<file path="src/rtl/counter_pkg.sv">
// rtl/counter_pkg.sv - shared direction/mode constants and terminal-value helper
package counter_pkg;

  localparam logic DIR_UP    = 1'b1;
  localparam logic DIR_DOWN  = 1'b0;
  localparam logic MODE_WRAP = 1'b0;
  localparam logic MODE_SAT  = 1'b1;

  // Value at which a counter of the given modulus stops or wraps in direction up.
  function automatic int unsigned term_value(input logic up, input int unsigned modulus);
    return (up == DIR_UP) ? modulus - 1 : 0;
  endfunction

endpackage

</file>
<file path="src/rtl/count_step.sv">
// rtl/count_step.sv - combinational next-count, terminal and wrap detection
module count_step
  import counter_pkg::*;
#(
  parameter int WIDTH   = 4,
  parameter int MODULUS = 16
) (
  input  logic [WIDTH-1:0] q,
  input  logic             up,
  input  logic             sat,
  output logic [WIDTH-1:0] q_next,
  output logic             term,
  output logic             wrap_evt
);

  localparam logic [WIDTH:0] MAX_EXT = (WIDTH+1)'(MODULUS - 1);

  // One extra bit keeps MODULUS = 2**WIDTH from aliasing MODULUS-1 with -1.
  logic [WIDTH:0] q_ext;
  logic [WIDTH:0] term_ext;
  logic [WIDTH:0] q_next_ext;
  logic           unused_msb;

  assign q_ext    = {1'b0, q};
  assign term_ext = (WIDTH+1)'(term_value(up, MODULUS));
  assign term     = (q_ext == term_ext);

  always_comb begin
    q_next_ext = q_ext;
    wrap_evt   = 1'b0;
    if (!term) begin
      q_next_ext = (up == DIR_UP) ? q_ext + (WIDTH+1)'(1) : q_ext - (WIDTH+1)'(1);
    end else if (sat != MODE_SAT) begin
      q_next_ext = (up == DIR_UP) ? '0 : MAX_EXT;
      wrap_evt   = 1'b1;
    end
  end

  assign q_next     = q_next_ext[WIDTH-1:0];
  assign unused_msb = q_next_ext[WIDTH];

endmodule

</file>
<file path="src/rtl/updown_counter.sv">
// rtl/updown_counter.sv - loadable, cascadable up/down counter with wrap/saturate modes
module updown_counter
  import counter_pkg::*;
#(
  parameter int WIDTH   = 4,
  parameter int MODULUS = 16
) (
  input  logic             clk,
  input  logic             reset,
  input  logic             en,
  input  logic             cin,
  input  logic             up,
  input  logic             sat,
  input  logic             load,
  input  logic [WIDTH-1:0] load_val,
  output logic [WIDTH-1:0] q,
  output logic             cout,
  output logic             wrapped,
  output logic             load_err
);

  localparam logic [WIDTH:0] MAX_EXT = (WIDTH+1)'(MODULUS - 1);

  logic [WIDTH-1:0] q_q, q_d;
  logic             wrapped_q, wrapped_d;
  logic             load_err_q, load_err_d;
  logic [WIDTH-1:0] q_next;
  logic             term;
  logic             wrap_evt;
  logic             step;
  logic             load_oor;

  count_step #(
    .WIDTH   (WIDTH),
    .MODULUS (MODULUS)
  ) u_step (
    .q        (q_q),
    .up       (up),
    .sat      (sat),
    .q_next   (q_next),
    .term     (term),
    .wrap_evt (wrap_evt)
  );

  assign step     = en & cin & ~load;
  assign load_oor = ({1'b0, load_val} > MAX_EXT);

  always_comb begin
    q_d        = q_q;
    wrapped_d  = 1'b0;
    load_err_d = 1'b0;
    if (load) begin
      q_d        = load_oor ? MAX_EXT[WIDTH-1:0] : load_val;
      load_err_d = load_oor;
    end else if (step) begin
      q_d       = q_next;
      wrapped_d = wrap_evt;
    end
  end

  always_ff @(posedge clk) begin
    if (reset) begin
      q_q        <= '0;
      wrapped_q  <= 1'b0;
      load_err_q <= 1'b0;
    end else begin
      q_q        <= q_d;
      wrapped_q  <= wrapped_d;
      load_err_q <= load_err_d;
    end
  end

  // Next stage advances on the edge where this one wraps; saturating stages never carry.
  assign cout     = en & cin & term & ~sat & ~load;
  assign q        = q_q;
  assign wrapped  = wrapped_q;
  assign load_err = load_err_q;

endmodule

</file>
<file path="config.mk">
export PLATFORM = sky130hd
export DESIGN_NAME = updown_counter
export DESIGN_NICKNAME = d
export VERILOG_FILES = /design/src/rtl/counter_pkg.sv /design/src/rtl/count_step.sv /design/src/rtl/updown_counter.sv
export SDC_FILE = /design/constraint.sdc
export NUM_CORES = 1
export LEC_CHECK = 0
export CAP_MARGIN = 25
export CORE_AREA = 2 2 39 41
export CTS_CLUSTER_SIZE = 24
export DETAILED_ROUTE_END_ITERATION = 8
export DIE_AREA = 0 0 41 43
export PLACE_DENSITY = 0.72
export SYNTH_ARGS = -nofsm -noshare
export SYNTH_HDL_FRONTEND = slang
export SYNTH_HIERARCHICAL = 1
export SYNTH_SLANG_ARGS = --single-unit
export TNS_END_PERCENT = 30
</file>
<file path="constraint.sdc">
create_clock -name clk -period 2.5 [get_ports clk]
set_input_delay 0.5 -clock clk [delete_from_list [all_inputs] [get_ports clk]]
set_output_delay 0.5 -clock clk [all_outputs]
set_load 0.05 [all_outputs]
</file>
==> run_results.csv <==
group,metric,value,unit
cts,clockRootBuffer,"clkbuf_4",
floorplanning,fp.dieArea,1763,um^2
sta,holdWs,0.7563,ns
sta,setup_viol,0,
cells_and_area,fin_area,829.5,um^2
placed_design,place_area,784.5,um^2
power_and_ir_drop,clock_power_share,27.2,%
cells_and_area,antenna_cells,0,
sta,finClkSkew,0.0005342,ns
cts,insertion_delay,0.24,ns
cts,clk_pin_slew,0.04,ns
logic_synthesis,post_synth_num_cell_types,29,
cells_and_area,utilization,59.95,%
global_routing,grt_pass1_vias,536,
route,via_per_inst,5.770,
cells_and_area,syn_to_final_growth,53.83,%
cells_and_area,layout_commonest_cell,"clkdlybuf4s50_1",
floorplanning,initial_core_util,38.97,%
cts,cts-htree-levels,1,
logic_synthesis,yosysSeqAreaShare,18.56,%
cells_and_area,layout_common_cells,"14 x clkdlybuf4s50_1, 11 x buf_4, 5 x a2111oi_2, 5 x dfxtp_1",
critical_path,worstPathMaxFanout,6,
global_routing,grt_pass1_wl,2415,um
power_and_ir_drop,power.static_leakage,0.3324,nW
power_and_ir_drop,power.density,419.7,nW/um^2
logic_synthesis,yosys_warnings,6,
route,route.detailed.drc,0,
power_and_ir_drop,total_power,348.2,uW
cells_and_area,multi_input_area,412.9,um^2
placed_design,dp_slack,-0.3909,ns
placed_design,dp_hpwl,1100,um
global_routing,antenna_found_initial,0,
sta,hold_violations,0,
logic_synthesis,syn_inst,57,
floorplanning,die_w,41,um
run,cap_violations,0,
floorplanning,boundaryPins,18,
cts,clock-sinks,5,
logic_synthesis,synth_area,539.3,um^2
sta,rsz0062_at_grt,"no",
placed_design,globalplace.congestion,0.7854,
global_routing,grt_overflow,0,
sta,slew_viol_final,0,
sta,timing.final.crit_share,94.70,%
route,drt_iter0_drc,11,
placed_design,dp_cells,95,
logic_synthesis,synth_fp_nets,71,
critical_path,cp_data_arrival_time,1.87,ns
global_routing,grt_usage,19.76,%
power_and_ir_drop,worst_ir_drop_vdd,0.3320,mV
cts,numCtsBuffers,3,
cts,cts_tree,"done",
critical_path,start_kind,"primary input",
floorplanning,core,1384,um^2
sta,tns,0,ns
sta,fin_ws,0.1324,ns
power_and_ir_drop,seqPwrFrac,27.2,%
floorplanning,rows,14,
placed_design,io_buffer_count,16,
power_and_ir_drop,intPower,224.1,uW
critical_path,required,2.00,ns
cells_and_area,drive_above_1_share,34.52,%
route,wl_per_cell,14.05,um
critical_path,cp_cell_sequence,"dlygate4sd2_1 -> buf_4 -> or3_4 -> a21oi_4 -> nor4b_4 -> buf_12",
min_path,hold_class,"flip-flop to flip-flop",
run_status,status,"completed",
cells_and_area,stdcell_count,100,
sta,max_freq,0.4224,GHz
floorplanning,chipHeight,43,um
logic_synthesis,ys_seq_elements,5,
logic_synthesis,syn_avg_cell_area,9.461,um^2
global_routing,grt_max_degree,14,
sta,period_needed,2.368,ns
route,ant_nets,0,
route,firstDrtPassIters,4,
cts,clock_path_buffers,2,
power_and_ir_drop,share_comb_of_total_power,45.6,%
cells_and_area,fill_cells,126,
route,wirelength,1405,um
critical_path,slowest_stage,"or3_4",
cts,cts_hold_buf,0,
cells_and_area,ff_latch_area,100.1,um^2
route,vias,577,
power_and_ir_drop,swShare,35.63,%
critical_path,endpoint_kind,"primary output",
critical_path,crit_type,"primary input to primary output",
cells_and_area,fin_nets,99,
power_and_ir_drop,p_switching,124.0,uW
critical_path,slowest_delay,0.39,ns
[final timing paths]
| check | start | end | slack, ns | depth (start not counted) |
|---|---|---|---|---|
| setup reg to reg | q[1]$_SDFFE_PP0P_ | q[3]$_SDFFE_PP0P_ | 0.44 | 7 |
| hold reg to reg | q[3]$_SDFFE_PP0P_ | q[3]$_SDFFE_PP0P_ | 0.76 | 2 |
| hold / removal | q[3]$_SDFFE_PP0P_ | q[3]$_SDFFE_PP0P_ | 0.76 | 2 |
| setup / recovery | up | cout | 0.13 | 6 |
[registers in the layout, indices dropped and copies added, names as in the netlist]
register,cells
wrapped,1
q,4
[area by class of cell]
type                    instances  area share, %
inverters                       5          2.262
clock buffers                   4          3.167
multi-input cells              43          49.77
well taps                      16          2.413
flip-flops and latches          5          12.07
repair buffers                 27          30.32
[per-layer routing]
metal | part of all wire [%] | GRT usage, %
met2 | 50 | 32.81
met3 | 7.7 | 6.806
met5 | 0 | 0
met1 | 39 | 22.12
met4 | 3.1 | 6.667
[power groups by stage]
stage	clock, mW	sequential (mW)	combinational, mW
after floorplan	0	0.114	0.0765
after global placement	0	0.0949	0.152
after detailed placement	0	0.0957	0.155
after CTS	0.0996	0.0948	0.159
after global routing	0.104	0.0957	0.173
final	0.0947	0.0947	0.159
[worst max-delay path, delay by kind of cell]
family	cells	cell delay [ns]
AND/OR/NAND/NOR	2	0.64
buffers and inverters	3	0.59
AO/OA/AOI/OAI	1	0.14
[kinds of logic after synthesis]
kind of cell               synth area share, %
xor gates and xnor gates                 3.249
adders and majority gates                8.352
other                                   0.6954
buffers and inverters                    9.977
DFF                                      18.56
and+or+nand+nor                          26.22
AOI/OAI and AO/OA                        32.95
[cell usage after synthesis (all sizes together)]
| cell | count | share of area (%) |
|---|---|---|
| a21oi | 5 | 6.7 |
| nor4b | 2 | 3.2 |
| nand3 | 1 | 0.93 |
| nand3b | 1 | 1.4 |
| or3 | 2 | 3.2 |
| nand2 | 3 | 2.1 |
| and3 | 1 | 1.2 |
| and4bb | 4 | 9.3 |
| nand4b | 1 | 1.6 |
| a2111oi | 5 | 14 |
| fa | 1 | 3.7 |
| nor2b | 1 | 1.2 |
| buf | 4 | 6.5 |
| conb | 1 | 0.70 |
| dfxtp | 5 | 19 |
| a211oi | 5 | 8.8 |
| nor2 | 3 | 2.1 |
| xor2 | 2 | 3.2 |
| o21ai | 1 | 0.93 |
| a31oi | 1 | 1.2 |
| a21o | 1 | 1.4 |
| ha | 2 | 4.6 |
| inv | 5 | 3.5 |
[repair_timing]
action	in CTS	in global routing
endpoints found under the hold margin	0	0
setup buffers	1	0
endpoints found under the setup margin	2	0
resized for setup	3	0
Note: power is estimated with default switching activity, not from simulation.
